`src/rtl/hit_pkg.sv`:
```
// Shared definitions for the lane-FIFO interface between the hit dispatcher
// and the hit collector.
package hit_pkg;

    localparam int LENGTH_COUNTER  = 8;
    localparam int LENGTH_HIT_INFO = 22;
    localparam int PTR_WIDTH       = 5;

    typedef struct packed {
        logic [LENGTH_COUNTER-1:0] add_inQ;
        logic [LENGTH_COUNTER-1:0] add_inS;
        logic [LENGTH_COUNTER-1:0] length;
    } hit_t;

    typedef logic [PTR_WIDTH-1:0] lane_idx_t;

    typedef enum logic {
        ST_EMPTY = 1'b0,
        ST_HELD  = 1'b1
    } disp_state_t;

endpackage

```
`src/rtl/rr_lane_select.sv`:
```
// Combinational rotating-priority finder: lowest available lane at or above
// rr_ptr, else the lowest available lane overall.
module rr_lane_select #(
    parameter int LANES     = 22,
    parameter int PTR_WIDTH = 5
) (
    input  logic [LANES-1:0]     avail,
    input  logic [PTR_WIDTH-1:0] rr_ptr,
    output logic                 sel_found,
    output logic [PTR_WIDTH-1:0] sel_lane
);

    logic [LANES-1:0]     upper;
    logic [PTR_WIDTH-1:0] upper_idx;
    logic [PTR_WIDTH-1:0] any_idx;

    always_comb begin
        upper     = '0;
        upper_idx = '0;
        any_idx   = '0;
        for (int i = 0; i < LANES; i++) begin
            upper[i] = avail[i] && (PTR_WIDTH'(i) >= rr_ptr);
        end
        // Descending scan so the last write leaves the lowest set index.
        for (int i = LANES - 1; i >= 0; i--) begin
            if (upper[i]) upper_idx = PTR_WIDTH'(i);
            if (avail[i]) any_idx   = PTR_WIDTH'(i);
        end
        sel_found = |avail;
        sel_lane  = (|upper) ? upper_idx : any_idx;
    end

endmodule

```
`src/rtl/hit_dispatcher.sv`:
```
// Round-robin write side of the lane FIFOs: one-entry holding register feeding
// a one-hot wr_en strobe with broadcast data buses.
//
// state    | meaning
// ST_EMPTY | holding register empty, in_ready high
// ST_HELD  | hit waiting for a non-full lane
module hit_dispatcher
    import hit_pkg::disp_state_t;
    import hit_pkg::ST_EMPTY;
    import hit_pkg::ST_HELD;
#(
    parameter int LENGTH_COUNTER  = 8,
    parameter int LENGTH_HIT_INFO = 22,
    parameter int PTR_WIDTH       = 5,
    parameter int CNT_WIDTH       = 16
) (
    input  logic                                  com_clk,
    input  logic                                  reset_n,
    input  logic                                  in_valid,
    output logic                                  in_ready,
    input  logic [LENGTH_COUNTER-1:0]             in_add_inQ,
    input  logic [LENGTH_COUNTER-1:0]             in_add_inS,
    input  logic [LENGTH_COUNTER-1:0]             in_length,
    input  logic [LENGTH_HIT_INFO-1:0]            lane_full,
    output logic [LENGTH_HIT_INFO-1:0]            wr_en,
    output logic [LENGTH_COUNTER*LENGTH_HIT_INFO-1:0] hit_add_inQ,
    output logic [LENGTH_COUNTER*LENGTH_HIT_INFO-1:0] hit_add_inS,
    output logic [LENGTH_COUNTER*LENGTH_HIT_INFO-1:0] hit_length,
    output logic [CNT_WIDTH-1:0]                  dispatch_count,
    output logic [CNT_WIDTH-1:0]                  stall_count
);

    localparam logic [LENGTH_HIT_INFO-1:0] ONE_HOT_LSB = {{(LENGTH_HIT_INFO-1){1'b0}}, 1'b1};
    localparam logic [PTR_WIDTH-1:0]       LAST_LANE   = PTR_WIDTH'(LENGTH_HIT_INFO - 1);
    localparam logic [CNT_WIDTH-1:0]       CNT_MAX     = {CNT_WIDTH{1'b1}};

    disp_state_t state_q, state_d;

    logic [LENGTH_COUNTER-1:0] hold_q_q, hold_s_q, hold_len_q;
    logic [PTR_WIDTH-1:0]      rr_ptr_q;
    logic [PTR_WIDTH-1:0]      sel_lane;
    logic                      sel_found;
    logic                      hold_valid;
    logic                      dispatch_now;
    logic                      load;

    rr_lane_select #(
        .LANES     (LENGTH_HIT_INFO),
        .PTR_WIDTH (PTR_WIDTH)
    ) u_sel (
        .avail     (~lane_full),
        .rr_ptr    (rr_ptr_q),
        .sel_found (sel_found),
        .sel_lane  (sel_lane)
    );

    assign hold_valid   = (state_q == ST_HELD);
    assign dispatch_now = hold_valid && sel_found;
    assign in_ready     = !hold_valid || dispatch_now;
    // Zero-length hits complete the handshake but never enter the register.
    assign load         = in_valid && in_ready && (in_length != '0);

    always_comb begin
        state_d = state_q;
        case (state_q)
            ST_EMPTY: if (load) state_d = ST_HELD;
            ST_HELD:  if (dispatch_now && !load) state_d = ST_EMPTY;
            default:  state_d = ST_EMPTY;
        endcase
    end

    always_ff @(posedge com_clk or negedge reset_n) begin
        if (!reset_n) begin
            state_q <= ST_EMPTY;
        end else begin
            state_q <= state_d;
        end
    end

    always_ff @(posedge com_clk or negedge reset_n) begin
        if (!reset_n) begin
            hold_q_q       <= '0;
            hold_s_q       <= '0;
            hold_len_q     <= '0;
            rr_ptr_q       <= '0;
            wr_en          <= '0;
            hit_add_inQ    <= '0;
            hit_add_inS    <= '0;
            hit_length     <= '0;
            dispatch_count <= '0;
            stall_count    <= '0;
        end else begin
            if (load) begin
                hold_q_q   <= in_add_inQ;
                hold_s_q   <= in_add_inS;
                hold_len_q <= in_length;
            end
            wr_en <= dispatch_now ? (ONE_HOT_LSB << sel_lane) : '0;
            if (dispatch_now) begin
                hit_add_inQ <= {LENGTH_HIT_INFO{hold_q_q}};
                hit_add_inS <= {LENGTH_HIT_INFO{hold_s_q}};
                hit_length  <= {LENGTH_HIT_INFO{hold_len_q}};
                rr_ptr_q    <= (sel_lane == LAST_LANE) ? '0 : sel_lane + PTR_WIDTH'(1);
                if (dispatch_count != CNT_MAX) dispatch_count <= dispatch_count + CNT_WIDTH'(1);
            end
            if (hold_valid && !sel_found && (stall_count != CNT_MAX)) begin
                stall_count <= stall_count + CNT_WIDTH'(1);
            end
        end
    end

endmodule

```
`config.mk`:
```
export PLATFORM = sky130hd
export DESIGN_NAME = hit_dispatcher
export DESIGN_NICKNAME = d
export VERILOG_FILES = /design/src/rtl/hit_pkg.sv /design/src/rtl/rr_lane_select.sv /design/src/rtl/hit_dispatcher.sv
export SDC_FILE = /design/constraint.sdc
export NUM_CORES = 1
export LEC_CHECK = 0
export CAP_MARGIN = 20
export CORE_AREA = 2 2 249 251
export DETAILED_ROUTE_END_ITERATION = 8
export DIE_AREA = 0 0 251 253
export GPL_TIMING_DRIVEN = 0
export HOLD_SLACK_MARGIN = 0.08
export MAX_ROUTING_LAYER = met4
export PLACE_DENSITY_LB_ADDON = 0.2
export SLEW_MARGIN = 5
export SYNTH_ARGS = -nofsm -noshare
export SYNTH_HDL_FRONTEND = slang
export SYNTH_SLANG_ARGS = --single-unit
```
`constraint.sdc`:
```
create_clock -name com_clk -period 3.9 [get_ports com_clk]
set_clock_uncertainty 0.15 [all_clocks]
set_input_delay 0.975 -clock com_clk [delete_from_list [all_inputs] [get_ports com_clk]]
set_output_delay 0.975 -clock com_clk [all_outputs]
set_load 0.02 [all_outputs]
```
==> results_dict.tcl, run 1 <==
set metrics [dict create \
    r2r_start "rr_ptr_q[2]$_DFFE_PN0P_" \
    cts_sinks 108 \
    hp-class "reg -> reg" \
    yosysTopAreaCell "buf_4" \
    drtPass1Iterations 4 \
    rr_endpoint "rr_ptr_q[0]$_DFFE_PN0P_" \
    slew_headroom 0.367 \
    power.leakage_nw 7.67 \
    synth-compound-area-share 0.0748 \
    cp.arrival_ns 3.93 \
    via_count 8296 \
    synth_seq_cells 108 \
    start_util 0.150 \
    slowest_delay_ns 0.51 \
    cts_htree_levels 3 \
    ys_seq_area_frac 0.295 \
    tightest_slew_ns 0.950 \
    cp-end-kind "flip-flop" \
    grt_pass1_vias 7502 \
    ir_worst_vdd_v 0.000221 \
    crit_fanout 6 \
    io_pins 632 \
    viasPerCell 3.33 \
    root_buffer "clkbuf_16" \
    cp.depth 11 \
    synth_fp_nets 1098 \
    design_area_mm2 0.0169 \
    dieArea_mm2 0.0635 \
    antenna_found_initial 0 \
    synth_edf_count 0 \
    grt_max_degree 61 \
    die-width_um 251 \
    path_delay_family "simple AND/OR/NAND/NOR gates" \
    synth_top_area_share 0.415 \
    setup-tns-final_ns 0 \
    synth_xor_area_frac 0.0277 \
    p_total_mw 7.43 \
    ant_nets 0 \
    core-area_mm2 0.0610 \
    diodes 0 \
    grt_use_total 0.114 \
    synthCells 1041 \
    num_rows 91 \
    reg2reg_depth 12 \
    final-hold-violation-count 0 \
    synth_commonest_cells "buf_4, nand2_1, dfrtp_1" \
    ys.flop_type "dfrtp_1" \
    hold_buffers 0 \
    hpwl_um 30700 \
    critPathBufInv 2 \
    critical_path.cell_chain "clkdlybuf4s50_1 > or2_2 > or3_2 > nand3_4 > nor4_4 > buf_4 > a211oi_4 > ha_2 > or2b_2 > o21ai_2 > o21ai_0" \
    syn_to_final_growth_pct 84.7 \
    ys.warnings.count 0 \
    ff2ff_setup_slack_ns 0.50 \
    place_congestion 0.818 \
    cts_tree "built" \
    min_period_over_period 0.978 \
    synth_top_family_by_area "buffers and inverters" \
    netlist_area_mm2 0.00917 \
    status "finished, final reports clean" \
    worstHoldStart "hold_s_q[1]$_DFFE_PN0P_" \
    clockBufferDepth 2 \
    die_y_um 253 \
    drtIter0Drc 413 \
    ys_types 80 \
    cts.clk_slew.worst_paths_ns 0.08 \
    slew_violations 0 \
    synthMuxAreaShare 0.0306 \
    drive_above_1_share 0.354 \
    dp_cells 2463 \
    drt-total-wl_um 36900 \
    instances_no_fill 2489 \
    grt_overflow 0 \
    clkLatencyLatePin_ns 0.38 \
    whs_path_depth 2 \
    async_flop_share 1.00 \
    numPortBuffers 631 \
    cap_violations 0 \
    crit_type "in -> reg" \
    startpoint_type "input pin" \
    min_to "hit_add_inS[169]$_DFFE_PN0P_" \
    synth-simple-area-share 0.127 \
    grt_pass1_wl_um 52300 \
    cts_buffers 9 \
    cpMaxStageDelayCell "or3_2" \
    synth.most_common_cell "buf_4" \
    wl_per_cell_um 14.8 \
    final.min_clock_period_ns 3.81 \
    synth_area_leaders "buf_4, dfrtp_1, nand2_1, mux2_2, nor2_1" \
    powerDensity_mw_per_mm2 438 \
    setup_viol 0 \
    drc 0 \
    avgSynthCellArea_um2 8.81 \
    post_dp_cell_area_mm2 0.0165 \
    fin_nets 1751 \
    required_ns 4.02 \
    synthAdderAreaFrac 0.0109 \
    fmax_mhz 262 \
]
-- cells in the final DEF, fill, tap and decap left out, types with 9 or more instances in the layout --
master,count
clkdlybuf4s50_1,625
buf_4,517
nand2_1,111
dfrtp_1,108
nor2_1,46
mux2_2,24
xnor2_1,19
a21oi_1,16
o21ai_0,15
inv_1,15
nand4_1,15
nand3_1,11
xor2_1,10
clkbuf_16,9
-- per-layer routing --
| metal | global-route usage | vias to the layer above | share of wire |
|---|---|---|---|
| li1 | - | 4189 | - |
| met5 | - | - | 0 |
| met3 | 0.0262 | 20 | 0.062 |
| met2 | 0.215 | 285 | 0.56 |
| met1 | 0.119 | 3802 | 0.36 |
| met4 | 0.0257 | 0 | 0.011 |
-- sequential cells by signal, indices dropped and copies added (netlist names) --
register	flops
dispatch_count	16
hit_add_inQ	8
hit_add_inS	8
hit_length	8
hold_len_q	8
hold_q_q	8
hold_s_q	8
hold_valid	1
rr_ptr_q	5
stall_count	16
wr_en	22
-- report_power, final --
group / switching, mW / internal, mW
Combinational: 2.32 / 2.54
Sequential: 0.309 / 1.27
Clock: 0.467 / 0.520
-- cell families (layout without fill, tap and decap cells) --
| kind of cell | Yosys count | count (layout) |
|---|---|---|
| AO/OA/AOI/OAI | 90 | 90 |
| AND/OR/NAND/NOR | 241 | 241 |
| XOR/XNOR | 29 | 29 |
| adder cells (fa/ha/maj) | 8 | 8 |
| buffers and inverters | 540 | 1198 |
| flip-flops | 108 | 108 |
| multiplexers | 25 | 25 |
-- final cells by class --
type                            instances  area (um^2)
Clock inverter                          6         70.1
Clock buffer                           10          239
Buffer                                524         3930
Timing Repair Buffer                  642         6420
Sequential cell                       108         2700
Inverter                               16         60.1
Tap cell                              790          988
Multi-Input combinational cell        393         2530
Fill cell                            6451        44100
-- stage by stage --
stage	hold WS (ns)	setup WS [ns]	util
floorplan	0.285	0.502	-
global placement	0.291	-2.90	0.270
detailed placement	0.299	-0.881	0.270
CTS	0.314	0.0325	0.276
global route	0.339	-0.0216	0.278
finish	0.308	0.0856	0.278
-- worst register-to-register path, delay by kind of cell, from the launching register on --
| kind | cells | cell delay, ns |
|---|---|---|
| simple gates | 3 | 0.98 |
| compound gates | 6 | 1.01 |
| fa+ha+maj | 1 | 0.24 |
| buf+inv | 2 | 0.49 |
| flops | 1 | 0.42 |
-- worst max path at each step --
stage | from | slack [ns] | endpoint
finish | lane_full[0] | 0.09 | rr_ptr_q[0]$_DFFE_PN0P_
CTS | lane_full[15] | 0.03 | in_ready
global placement | reset_n | -2.90 | hold_q_q[5]$_DFFE_PN0P_
detailed placement | lane_full[3] | -0.88 | in_ready
floorplan | lane_full[0] | 0.50 | rr_ptr_q[4]$_DFFE_PN0P_
global route | lane_full[0] | -0.02 | rr_ptr_q[4]$_DFFE_PN0P_
-- repair_timing --
action / 4_1_cts / 5_1_grt
pin swaps: 4 / 7
endpoints found under the setup margin: 29 / 16
gates resized for setup: 11 / 8
setup buffers: 5 / 5
(Power assumes the default switching activity.)
==> run 2: changes to the inputs <==
--- a/config.mk
+++ b/config.mk
@@ -5,15 +5,14 @@
 export SDC_FILE = /design/constraint.sdc
 export NUM_CORES = 1
 export LEC_CHECK = 0
+export ABC_CLOCK_PERIOD_IN_PS = 3900
 export CAP_MARGIN = 20
 export CORE_AREA = 2 2 249 251
 export DETAILED_ROUTE_END_ITERATION = 8
 export DIE_AREA = 0 0 251 253
 export GPL_TIMING_DRIVEN = 0
 export HOLD_SLACK_MARGIN = 0.08
-export MAX_ROUTING_LAYER = met4
 export PLACE_DENSITY_LB_ADDON = 0.2
-export SLEW_MARGIN = 5
 export SYNTH_ARGS = -nofsm -noshare
 export SYNTH_HDL_FRONTEND = slang
 export SYNTH_SLANG_ARGS = --single-unit
==> results_dict.tcl, run 2 (synthesis results as in run 1) <==
set metrics [dict create \
    startpoint_type "input pin" \
    die-width_um 251 \
    clkLatencyLatePin_ns 0.39 \
    ant_nets 0 \
    root_buffer "clkbuf_16" \
    top_register "wr_en" \
    fmax_mhz 264 \
    start_util 0.150 \
    diodes 0 \
    grt_overflow 0 \
    final_common_cell "clkdlybuf4s50_1" \
    cap_violations 0 \
    largestRegisters "wr_en x22, dispatch_count x16, stall_count x16" \
    path_delay_family "simple AND/OR/NAND/NOR gates" \
    drtIter0Drc 387 \
    netSwitchingPower_mw 3.10 \
    crit_type "in -> out" \
    largest_reg_flops 22 \
    fin_nets 1750 \
    slew_headroom 0.368 \
    setup_viol 0 \
    io_pins 632 \
    dp_slack_ns -0.881 \
    p_int_mw 4.33 \
    dp_cells 2463 \
    dieArea_mm2 0.0635 \
    wl_per_cell_um 14.8 \
    critical_path.cell_chain "clkdlybuf4s50_1 > nand4_1 > nor4_4 > nand3_4 > buf_2" \
    antenna_found_initial 0 \
    syn_to_final_growth_pct 84.7 \
    hpwl_um 30700 \
    cts_buffers 9 \
    crit_fanout 7 \
    setup-tns-final_ns 0 \
    place_congestion 0.806 \
    final-hold-violation-count 0 \
    min_period_over_period 0.971 \
    numPortBuffers 631 \
    core-area_mm2 0.0610 \
    instances_no_fill 2488 \
    viasPerCell 3.35 \
    final.min_clock_period_ns 3.79 \
    final_util 0.278 \
    drive_above_1_share 0.354 \
    cts.clk_slew.worst_paths_ns 0.08 \
    p_clk_frac 0.133 \
    ir_worst_vdd_v 0.000221 \
    hp-class "reg -> reg" \
    clockBufferDepth 2 \
    layout_common_cells "clkdlybuf4s50_1, buf_4, nand2_1" \
    required_ns 2.77 \
    switching_share 0.417 \
    cp-end-kind "output pin" \
    grt_pass1_vias 7494 \
    drtPass1Iterations 4 \
    slowest_delay_ns 0.59 \
    grt_pass1_wl_um 52200 \
    drt-total-wl_um 36900 \
    pwr-share-comb 0.654 \
    num_rows 91 \
    slew_violations 0 \
    cpMaxStageDelayCell "clkdlybuf4s50_1" \
    grt_use_total 0.110 \
    drc 0 \
    cp.arrival_ns 2.66 \
    cts_htree_levels 3 \
    cts_sinks 108 \
    die_y_um 253 \
    grt_setup_unrepaired "no" \
    pwr-share-seq 0.213 \
    power.leakage_nw 7.69 \
    status "finished, final reports clean" \
    powerDensity_mw_per_mm2 438 \
    p_total_mw 7.42 \
    critPathBufInv 2 \
    n_fill_cell 6445 \
    via_count 8331 \
    tightest_slew_ns 0.948 \
    timing.final.ws_setup_ns 0.112 \
    cts_tree "built" \
    grt_max_degree 61 \
]
[run 2: cell types whose count changed in the layout (fill, tap and decap cells not counted)]
cell,previous run,this run
dlymetal6s2s_1,3,5
buf_4,517,516
clkdlybuf4s50_1,625,623
[run 2: path summary, 6_finish.rpt]
path	slack [ns]	cells past startpoint	end	startpoint
setup / recovery	0.11	5	in_ready	lane_full[6]
hold / removal	0.31	2	hit_add_inS[169]$_DFFE_PN0P_	hold_s_q[1]$_DFFE_PN0P_
setup reg to reg	0.54	12	rr_ptr_q[0]$_DFFE_PN0P_	rr_ptr_q[2]$_DFFE_PN0P_
hold reg to reg	0.31	2	hit_add_inS[169]$_DFFE_PN0P_	hold_s_q[1]$_DFFE_PN0P_
max in group asynchronous	2.52	2	hold_s_q[5]$_DFFE_PN0P_	reset_n
min in group asynchronous	0.37	1	stall_count[8]$_DFFE_PN0P_	reset_n
[run 2: final cells by class]
type                    instances  area (um^2)  share of cell area
inverters                      16         60.1             0.00354
flip-flops and latches        108         2700               0.160
plain buffers                 524         3930               0.232
clock buffers                  10          239              0.0141
clock inverters                 6         70.1             0.00414
multi-input cells             393         2530               0.150
well taps                     790          988              0.0583
repair buffers                641         6420               0.379
[run 2: repair_timing]
item,in CTS,in global routing
resized for setup,11,10
hold buffers,0,0
setup endpoints to repair,29,13
setup buffers,5,4
hold endpoints to repair,0,0
pin swaps,4,7
[run 2: through the flow]
| stage | hold WS (ns) | cell area (um^2) |
|---|---|---|
| 3_3_place_gp | 0.291 | 16500 |
| 3_5_place_dp | 0.299 | 16500 |
| 2_1_floorplan | 0.285 | 9170 |
| 4_1_cts | 0.314 | 16900 |
| 6_report | 0.309 | 16900 |
| 5_1_grt | 0.339 | 16900 |
[run 2: tightest hold or removal path, stage by stage (launching register included)]
cell and delay (ns):
dfrtp_1 0.34, nand2_1 0.05, nand2_1 0.05
[run 2: power groups by stage]
| stage | clock, mW | sequential [mW] | combinational (mW) |
|---|---|---|---|
| 6_report | 0.987 | 1.58 | 4.86 |
| 3_3_place_gp | 0 | 1.60 | 4.87 |
| 4_1_cts | 1.05 | 1.59 | 4.87 |
| 3_5_place_dp | 0 | 1.61 | 4.85 |
| 2_1_floorplan | 0 | 1.64 | 2.68 |
| 5_1_grt | 1.09 | 1.63 | 5.15 |
[run 2: routing by layer]
| metal | global-route usage | up-vias | part of all wire |
|---|---|---|---|
| met4 | 0.0257 | 0 | 0.012 |
| met1 | 0.118 | 3835 | 0.36 |
| met2 | 0.215 | 292 | 0.56 |
| met5 | 0 | - | 0 |
| li1 | - | 4182 | - |
| met3 | 0.0258 | 22 | 0.060 |
